[config.mk]
export PLATFORM = sky130hd
export DESIGN_NAME = bram_stream_fifo
export DESIGN_NICKNAME = d
export VERILOG_FILES = /design/src/rtl/bram_stream_fifo.sv
export SDC_FILE = /design/constraint.sdc
export NUM_CORES = 1
export LEC_CHECK = 0
export BUFFER_PORTS_ARGS = -buffer_cell sky130_fd_sc_hd__buf_2
export CAP_MARGIN = 20
export CORE_MARGIN = 2
export CORE_UTILIZATION = 54
export DETAILED_ROUTE_END_ITERATION = 12
export PLACE_DENSITY = 0.76
export SLEW_MARGIN = 40
export SYNTH_ARGS = -nofsm -noshare
export SYNTH_HDL_FRONTEND = slang
export SYNTH_SLANG_ARGS = --single-unit
[constraint.sdc]
create_clock -name clk -period 3.71 [get_ports clk]
set_clock_uncertainty 0.1 [all_clocks]
set_input_delay 0.1855 -clock clk [delete_from_list [all_inputs] [get_ports clk]]
set_output_delay 0.1855 -clock clk [all_outputs]
set_load 0.01 [all_outputs]
[src/rtl/bram_stream_fifo.sv]
// bram_stream_fifo: first-word-fall-through valid/ready FIFO built on an
// external simple dual-port block RAM with one-cycle registered read.
// A three-entry output buffer absorbs the RAM read latency, so the FIFO
// sustains one word per cycle in both directions.
module bram_stream_fifo #(
    parameter int ADDR_WIDTH = 4,
    parameter int DATA_WIDTH = 8
) (
    input  logic                  clk,
    input  logic                  rst,
    input  logic                  s_valid,
    output logic                  s_ready,
    input  logic [DATA_WIDTH-1:0] s_data,
    output logic                  m_valid,
    input  logic                  m_ready,
    output logic [DATA_WIDTH-1:0] m_data,
    output logic [ADDR_WIDTH:0]   count,
    output logic                  ram_wr_en,
    output logic [ADDR_WIDTH-1:0] ram_wr_addr,
    output logic [DATA_WIDTH-1:0] ram_wr_data,
    output logic [ADDR_WIDTH-1:0] ram_rd_addr,
    input  logic [DATA_WIDTH-1:0] ram_rd_data
);

    localparam int DEPTH = 1 << ADDR_WIDTH;
    localparam logic [ADDR_WIDTH:0] FULL_COUNT = (ADDR_WIDTH + 1)'(DEPTH);

    // Pointers carry a wrap bit so full and empty RAM are distinguishable.
    logic [ADDR_WIDTH:0]   wr_ptr;
    logic [ADDR_WIDTH:0]   rd_ptr;
    logic [ADDR_WIDTH:0]   ram_occ;
    logic [1:0]            pending;
    logic [1:0]            out_cnt;
    logic [1:0]            cap_idx;
    logic [2:0]            slots_used;
    logic [DATA_WIDTH-1:0] out_buf0;
    logic [DATA_WIDTH-1:0] out_buf1;
    logic [DATA_WIDTH-1:0] out_buf2;
    logic                  push;
    logic                  pop;
    logic                  rd_issue;
    logic                  capture;

    assign s_ready     = !rst && (count != FULL_COUNT);
    assign push        = s_valid && s_ready;
    assign m_valid     = (out_cnt != 2'd0);
    assign m_data      = out_buf0;
    assign pop         = m_valid && m_ready;

    assign ram_wr_en   = push;
    assign ram_wr_addr = wr_ptr[ADDR_WIDTH-1:0];
    assign ram_wr_data = s_data;
    assign ram_rd_addr = rd_ptr[ADDR_WIDTH-1:0];

    // Words written to RAM but not yet read out of it.
    assign ram_occ     = wr_ptr - rd_ptr;

    // A read issued last cycle has its data on ram_rd_data now.
    assign capture     = (pending != 2'd0);

    // Buffer slots that will be spoken for after this cycle's pop, counting
    // reads still in flight; a new read is issued only if one slot remains.
    assign slots_used  = {1'b0, out_cnt} + {1'b0, pending} - {2'b00, pop};
    assign rd_issue    = (ram_occ != '0) && (slots_used < 3'd3);

    // Captured word lands just behind whatever survives this cycle's pop.
    assign cap_idx     = out_cnt - {1'b0, pop};

    // Pointer, in-flight read and buffer occupancy bookkeeping.
    always_ff @(posedge clk) begin
        if (rst) begin
            wr_ptr  <= '0;
            rd_ptr  <= '0;
            pending <= '0;
            out_cnt <= '0;
        end else begin
            if (push) begin
                wr_ptr <= wr_ptr + 1'b1;
            end
            if (rd_issue) begin
                rd_ptr <= rd_ptr + 1'b1;
            end
            pending <= pending + {1'b0, rd_issue} - {1'b0, capture};
            out_cnt <= out_cnt + {1'b0, capture} - {1'b0, pop};
        end
    end

    // Output buffer: shift toward the head on pop, then drop in captured RAM data.
    always_ff @(posedge clk) begin
        if (rst) begin
            out_buf0 <= '0;
            out_buf1 <= '0;
            out_buf2 <= '0;
        end else begin
            if (pop) begin
                out_buf0 <= out_buf1;
                out_buf1 <= out_buf2;
            end
            if (capture) begin
                case (cap_idx)
                    2'd0:    out_buf0 <= ram_rd_data;
                    2'd1:    out_buf1 <= ram_rd_data;
                    default: out_buf2 <= ram_rd_data;
                endcase
            end
        end
    end

    // Total words held: moves only on push or pop, never on internal transfers.
    always_ff @(posedge clk) begin
        if (rst) begin
            count <= '0;
        end else begin
            case ({push, pop})
                2'b10:   count <= count + 1'b1;
                2'b01:   count <= count - 1'b1;
                default: count <= count;
            endcase
        end
    end

endmodule

* Word-level counts from Yosys, hierarchy flattened *
Cells that the tools add are included.

cells by class
  bitwise logic cells = 1
  $add $sub $neg = 12
  equality and inequality tests = 4
  order comparisons = 1
  mux-type cells = 7
  reduce and logical (&&, ||, !) cells = 12

operators by type and width
  cell                   count
  $mux W8                6
  $add A5 B1 Y5 const B  3
  $pmux W5 S2            1
  $reduce_bool A2 Y1     3
  $sub A2 B1 Y2          3
  $ne A5 B5 Y1 const B   1
  $reduce_bool A5 Y1     1
  $sub A5 B1 Y5 const B  1
  $sub A5 B5 Y5          1
  $add A2 B1 Y2          2
  $eq A2 B1 Y1 const B   2
  $logic_and A1 B1 Y1    4
  $add A2 B2 Y3          1
  $lt A3 B2 Y1 const B   1
  $sub A3 B1 Y3          1
  $eq A2 B2 Y1 const B   1
  $logic_not A2 Y1       1
  $reduce_and A2 Y1      1
  $reduce_or A2 Y1       1
  $logic_not A1 Y1       1
  $not A1 Y1             1

word-level totals
  register bits after elaboration = 43
  input port bits = 20
  output and inout bits = 32

* Depth between registers and ports, before layout *
Gate-level depths: netlist of run 1.

  depth in word-level cells = 7
  gate-level depth with buffers = 13
  depth with buffers taken out = 13

* Worst setup path after synthesis of run 1 *
OpenSTA, ideal clock, no wires.

  kind = reg-to-reg
  from = register out_cnt[1]
  to = register count[4]
  data arrival time = 2750 ps
  setup slack = 790 ps
  period minus slack after synthesis = 2920 ps
  setup time = 70 ps
  required time = 3540 ps
  stages on the path, launching flop included = 12
  path through = dfxtp_1 or2_2 nand2_1 clkinv_1 buf_2 ha_1 ha_1 nor2b_1 o21ai_0 a21oi_1 or4_1 a21oi_1

on the way
  longest elaborated chain between the ends = 4
  elaborated cells between the ends (all ways) = 6
  classes of those cells = 2 x eq/ne; 1 x mux; 3 x reduce/logical

RTL lines
  item                                                      line  text
  start, declared                                           33    logic [1:0] out_cnt;
  start signal, assigned                                    84    out_cnt <= out_cnt + {1'b0, capture} - {1'b0, pop};
  $reduce_bool A2 Y1 *                                      46    assign m_valid = (out_cnt != 2'd0);
  named net m_valid                                         14    output logic m_valid,
  $logic_and A1 B1 Y1 *                                     48    assign pop = m_valid && m_ready;
  $eq A2 B1 Y1 / $eq A2 B2 Y1 (equally long branches)       114   case ({push, pop})
  $pmux W5 S2 / $reduce_bool A2 Y1 (equally long branches)  n/a
  end signal, assigned                                      115   2'b10: count <= count + 1'b1;
  end signal, assigned                                      116   2'b01: count <= count - 1'b1;
  end signal, assigned                                      117   default: count <= count;
  end, declared                                             17    output logic [ADDR_WIDTH:0] count,

The timed path passes the listed nets; every way through them passes the cells marked *.
A chain may end at the register's enable or synchronous reset.

* Final worst setup path of run 1 *
  from = register out_cnt[0]
  to = register pending[0]

on the way
  longest elaborated chain between the ends = 7
  elaborated cells between the ends (all ways) = 8
  classes of those cells = 4 x add/sub; 1 x order compare; 3 x reduce/logical

RTL lines
  item                                                   line  text
  branches (longest 2 deep; another with $add A2 B2 Y3)  n/a
  $sub A3 B1 Y3 *                                        63    assign slots_used = {1'b0, out_cnt} + {1'b0, pending} - {2'b00, pop};
  $lt A3 B2 Y1 *                                         64    assign rd_issue = (ram_occ != '0) && (slots_used < 3'd3);
  $logic_and A1 B1 Y1 *                                  64
  $add A2 B1 Y2 *                                        83    pending <= pending + {1'b0, rd_issue} - {1'b0, capture};
  $sub A2 B1 Y2 *                                        83
  end signal, assigned                                   83
  end, declared                                          32    logic [1:0] pending;

Every way passes the cells marked *.

==> reports/results.txt, run 1 <==
Status - complete, no violations
Register area share after synthesis - 37.4%
Final WL - 4090 µm
Ranking of synthesized cells by area - dfxtp_1 37%, ha_1 8.7%, nor2_1 6.4%
GPL Wtd Cong - 0.811
Number of diodes - 0
Number of synthesized flops with an enable pin - 0
Worst Setup SP - out_cnt[0]
Flops & latches, synth - 43
Reg2reg end - pending[0]
First-pass GRT wire length - 7020 µm
Critical Path Stages - 12
Setup WS pre-CTS - 873 ps
Hold Violations, Final - 0
Die area - 0.00480 mm²
Port Buffers - 35
Gr usage total - 18.0%
Syn_nets - 309
RSZ-0062 raised after global routing - false
Crit. End Element - register
Avg Inst Size Synth - 8.49 µm²
Commonest cells after routing, fill and taps aside - 43 x dfxtp_1, 39 x nor2_1, 37 x nand2_1
Ys flop type - dfxtp_1
Largest area contributor in the netlist - dfxtp_1
Slew Limit Fails - 0
Critical path fanouts, max - 9
Max Cap Violations - 0
Slowest CP cell - fa_1
Ports - 52
Hold Buf Count CTS - 0
Worst-Margin Slew - 624 ps
CTS buffer count - 5
Register-to-register setup slack - 890 ps
Crit-path most repeated cell - ha_1
GR Overflow Total - 0
Final worst path period share - 76.1%
Footprint of the multi-input gates - 0.00121 mm²
Setup repair bufs after CTS - 0
Reg-to-Reg Start - out_cnt[0]
Instance count of the mapped netlist - 271
Die span in x - 69.3 µm
Area of the core - 0.00406 mm²
Synth cell types - 35
Root Buffer - clkbuf_8
Final setup vio count - 0
Fmax - 354 MHz
Final hold slack - 42.1 ps
Antenna violations before repair - 0
Critical Path RT - 3790 ps
Layout fillers - 378
Worst setup SP type - register
Site Rows - 23
R2R depth - 12
Crit-path cells - nor2b_1, a21bo_2, ha_1, inv_1, fa_1, xnor2_1, a21oi_1, o41ai_4, ha_1, inv_1, ha_1, nor2b_1
DR WL/cell - 12.0 µm
Crit path DAT - 2900 ps
Netlist Area Pre-Place - 0.00230 mm²
Post-route setup slack - 888 ps
Largest net degree at the start of global routing - 44
Cell Pwr Density - 664 mW/mm²
Worst setup path endpoint - pending[0]
Share of layout cells above drive strength 1 - 18.9%
LEAKAGE - 1.07 nW
Vias in the first global route - 1614
Worst path buffer plus inverter count - 2
Clock tree sinks - 43
CP peak stage delay - 370 ps
Sequential Area - 861 µm²
Vias post-DR - 1797
Htree depth - 2
Max_slew headroom - 58.4%
Ys Warns - 0
Setup TNS - 0 ps
TritonCTS clock tree - built
Ys async rst share - 0%
Synth top area share - 37.4%
Detail Placement HPWL - 2900 µm
TritonRoute pass-1 iters - 4
Min cycle time layout - 2820 ps
Die H - 69.3 µm
Vias per cell - 5.27
Iter 0 DRT Violations - 63
CTS clock-pin slew for the worst setup and hold paths - 80 ps
Post-DRT Antenna Nets - 0
Starting density of the core - 56.7%
Number of gates resized after CTS - 0
Area Growth Syn to Fin - 8.87%
Clk_lat worst skew - 300 ps
Clock Path Buffers - 2
Nets - 328
Setup CP Type - reg2reg
Most common cell after layout, fill and taps aside - dfxtp_1
Peak VDD IR - 326 µV
Remaining DRCs - 0
Top Family by Delay on Critical Path - adder cells
Hold Path Class - in2reg
state kept, by name (all words and copies together), names as in the netlist:
signal    cells
m_data        8
out_buf1      8
count         5
out_cnt       2
pending       2
out_buf2      8
wr_ptr        5
rd_ptr        5
Yosys cell counts, types with 6 or more instances:
library cell / count
dfxtp_1: 43
nor2_1: 39
nand2_1: 37
inv_1: 18
a311oi_1: 16
buf_4: 16
ha_1: 16
a21oi_1: 12
mux2i_1: 10
xnor2_1: 8
clkbuf_1: 7
xor2_1: 6
worst min-delay path: stages:
cell	delay, ps
buf_2	100
mux2i_1	60
nor2_1	70
stage by stage:
step	std cells	instance area, µm²	power, mW	util (%)
2_1_floorplan	271	2300	1.20	-
3_3_place_gp	333	2400	1.34	59.1
3_5_place_dp	333	2400	1.37	59.3
4_1_cts	341	2500	1.69	61.7
5_1_grt	341	2500	1.81	61.7
6_report	341	2500	1.66	61.7
logic make-up after synthesis:
| kind of cell | count (synthesis) | synth area share (%) |
|---|---|---|
| flops | 43 | 37.4 |
| mux | 10 | 4.35 |
| fa+ha+maj | 18 | 10.4 |
| buf+inv | 46 | 10.3 |
| xor+xnor | 14 | 5.33 |
| simple gates | 101 | 19.4 |
| compound gates | 39 | 12.8 |
layer usage:
layer	share of wire [%]	wire length [µm]	track usage, %
met1	48	1950	22.0
met3	4.3	175	6.25
met5	0	0	0
met4	2.3	95	8.93
met2	46	1870	28.2
power breakdown:
part           leakage [nW]  internal (mW)  switching [mW]
clock                0.0474          0.152           0.163
combinational         0.667          0.313           0.391
sequential            0.351          0.569          0.0754
total                  1.07           1.03           0.630
cell type report:
cell class	instances	area share (%)
Clock inverter	2	0.650
Sequential cell	43	34.4
Inverter	20	3.00
Timing Repair Buffer	38	7.90
Clock buffer	6	3.30
Tap cell	50	2.50
Multi-Input combinational cell	182	48.3
how the worst min path moves through the flow:
| stage | startpoint | to | slack, ps | depth (start not counted) |
|---|---|---|---|---|
| floorplan | ram_rd_data[0] | out_buf2[0] | 230 | 2 |
| global placement | s_data[4] | ram_wr_data[4] | 270 | 0 |
| detailed placement | s_data[4] | ram_wr_data[4] | 270 | 0 |
| CTS | ram_rd_data[5] | out_buf2[5] | 30 | 3 |
| global route | ram_rd_data[6] | out_buf2[6] | 60 | 3 |
| finish | ram_rd_data[5] | out_buf2[5] | 40 | 3 |
Note: power is estimated with default switching activity, not from simulation.
==> run 2, diff against run 1 <==
==> constraint.sdc (replaced) <==
create_clock -name clk -period 2.6 [get_ports clk]
set_clock_uncertainty 0.1 [all_clocks]
set_input_delay 0.13 -clock clk [delete_from_list [all_inputs] [get_ports clk]]
set_output_delay 0.13 -clock clk [all_outputs]
set_load 0.01 [all_outputs]
==> run 2 against run 1 <==
Compared with the run above:
- the run now ends with setup timing left
- die area stayed put
- clock power increased by 68%
- combinational power grew 88%
- register-to-register slack got worse by 910 ps
- global-route usage up 1.5 points
- sequential cell count unchanged
- maximum frequency grew 7.5%
- worst hold slack got worse by 37 ps
- final cell count is 7.0% higher
==> reports/results.txt, run 2 (synthesis results as in run 1) <==
WHS Path Cells - 3
Vias post-DR - 1955
Status - finished, violations left
Worst setup SP type - register
Commonest cells after routing, fill and taps aside - 40 x dfxtp_1, 39 x nor2_1, 36 x nand2_1
Die area - 0.00480 mm²
Final non-filler cell total - 365
GR Overflow Total - 0
Remaining DRCs - 0
Total power - 2.76 mW
Part of the power in registers - 33.2%
Nets - 352
RSZ-0062 raised after global routing - true
Post-DRT Antenna Nets - 0
Final WL - 4730 µm
Register-to-register setup slack - -20 ps
Cell count after placement - 349
LEAKAGE - 1.20 nW
TritonCTS clock tree - built
Crit-path most repeated cell - inv_2
Slew Limit Fails - 0
Max_slew headroom - 58.1%
Setup CP Type - reg2reg
Detail Placement HPWL - 3190 µm
Final worst path period share - 101%
Crit path DAT - 2730 ps
DR WL/cell - 13.0 µm
Final setup vio count - 1
Antenna violations before repair - 0
Crit. End Element - register
Failing checks - setup timing
GPL Wtd Cong - 0.842
Vias in the first global route - 1865
Fmax - 381 MHz
Reg-to-Reg Start - out_cnt[0]
Share of layout cells above drive strength 1 - 30.2%
Top Family by Delay on Critical Path - adder cells
CTS buffer count - 5
Net Sw Frac - 37.2%
P_int - 1.73 mW
CTS clock-pin slew for the worst setup and hold paths - 90 ps
Port Buffers - 35
Critical path fanouts, max - 3
TritonRoute pass-1 iters - 4
Crit-path cells - nand2b_1, a21bo_2, ha_4, inv_2, fa_2, inv_2, a21oi_4, o41ai_4, ha_1, inv_1, ha_2, xnor2_2, nor2_1
Gr usage total - 19.5%
Worst path buffer plus inverter count - 3
Hold path endpoint - out_buf2[0]
Iter 0 DRT Violations - 94
Root Buffer - clkbuf_8
Hold Path Class - in2reg
Slowest CP cell - fa_2
Psw - 1.03 mW
Vias per cell - 5.36
CP peak stage delay - 520 ps
Clk_lat worst skew - 300 ps
Setup TNS - -24.0 ps
Area Growth Syn to Fin - 21.1%
Die H - 69.3 µm
Final hold slack - 5.25 ps
Clock tree sinks - 43
Number of diodes - 0
Hold Startpoint - ram_rd_data[0]
Area after DPL - 0.00253 mm²
Die span in x - 69.3 µm
Starting density of the core - 56.7%
Hold Violations, Final - 0
Design Area, Final - 0.00279 mm²
Worst-Margin Slew - 628 ps
Max Cap Violations - 0
Site Rows - 23
Most common cell after layout, fill and taps aside - dfxtp_1
First-pass GRT wire length - 7840 µm
Ports - 52
Htree depth - 2
Critical Path RT - 2700 ps
Min cycle time layout - 2620 ps
Post-route setup slack - -24.0 ps
Area of the core - 0.00406 mm²
Peak VDD IR - 600 µV
Combinational Power Share - 47.7%
R2R depth - 13
Largest net degree at the start of global routing - 44
Clock power frac - 19.1%
Clock Path Buffers - 2
Cell Pwr Density - 991 mW/mm²
Reg2reg end - pending[1]
==> run 2: stage by stage <==
step           util, %  setup WS, ps
6_report          68.6         -24.0
5_1_grt           68.6         -96.5
4_1_cts           66.4        0.0679
3_5_place_dp      62.4         -44.4
3_3_place_gp      62.4          40.9
2_1_floorplan        -          8.43
==> run 2: routing by layer <==
metal / vias up / global-route usage (%) / share of wire, %
li1: 982 / - / -
met3: 8 / 4.65 / 3.9
met1: 923 / 23.8 / 45
met2: 42 / 33.7 / 49
met4: 0 / 6.75 / 1.7
met5: - / 0 / 0
==> run 2: worst max path at each step <==
stage	to	slack (ps)	cells past startpoint	from
5_1_grt	pending[1]	-100	13	out_cnt[0]
4_1_cts	count[4]	0.07	11	count[3]
6_report	pending[1]	-20	13	out_cnt[0]
2_1_floorplan	count[4]	8	11	count[3]
3_5_place_dp	rd_ptr[3]	-40	11	out_cnt[0]
3_3_place_gp	rd_ptr[3]	40	11	out_cnt[0]
==> run 2: tightest hold or removal path: stages <==
cell and delay, ps:
buf_2 100, mux2i_1 70, nor2_1 70
==> run 2: power groups by stage <==
stage	clock [mW]	sequential (mW)	combinational [mW]
final	0.528	0.917	1.32
after global routing	0.569	0.940	1.45
after CTS	0.538	0.906	1.19
after detailed placement	0	0.918	1.16
after global placement	0	0.915	1.12
after floorplan	0	0.954	0.769
==> run 2: layout make-up <==
| class | instances | area (µm²) |
|---|---|---|
| multi-input cells | 182 | 1280 |
| fillers | 315 | 1270 |
| flip-flops and latches | 43 | 865 |
| repair buffers | 62 | 385 |
| inverters | 20 | 76.3 |
| clock buffers | 5 | 68.8 |
| well taps | 50 | 62.6 |
| clock inverters | 3 | 46.3 |
==> run 2: what timing repair did <==
action | CTS | global route
endpoints found under the hold margin | 3 | 0
setup endpoints to repair | 6 | 6
hold buffers | 3 | 0
buffers inserted | 1 | 4
resized for setup | 2 | 18
pin swaps | 0 | 6
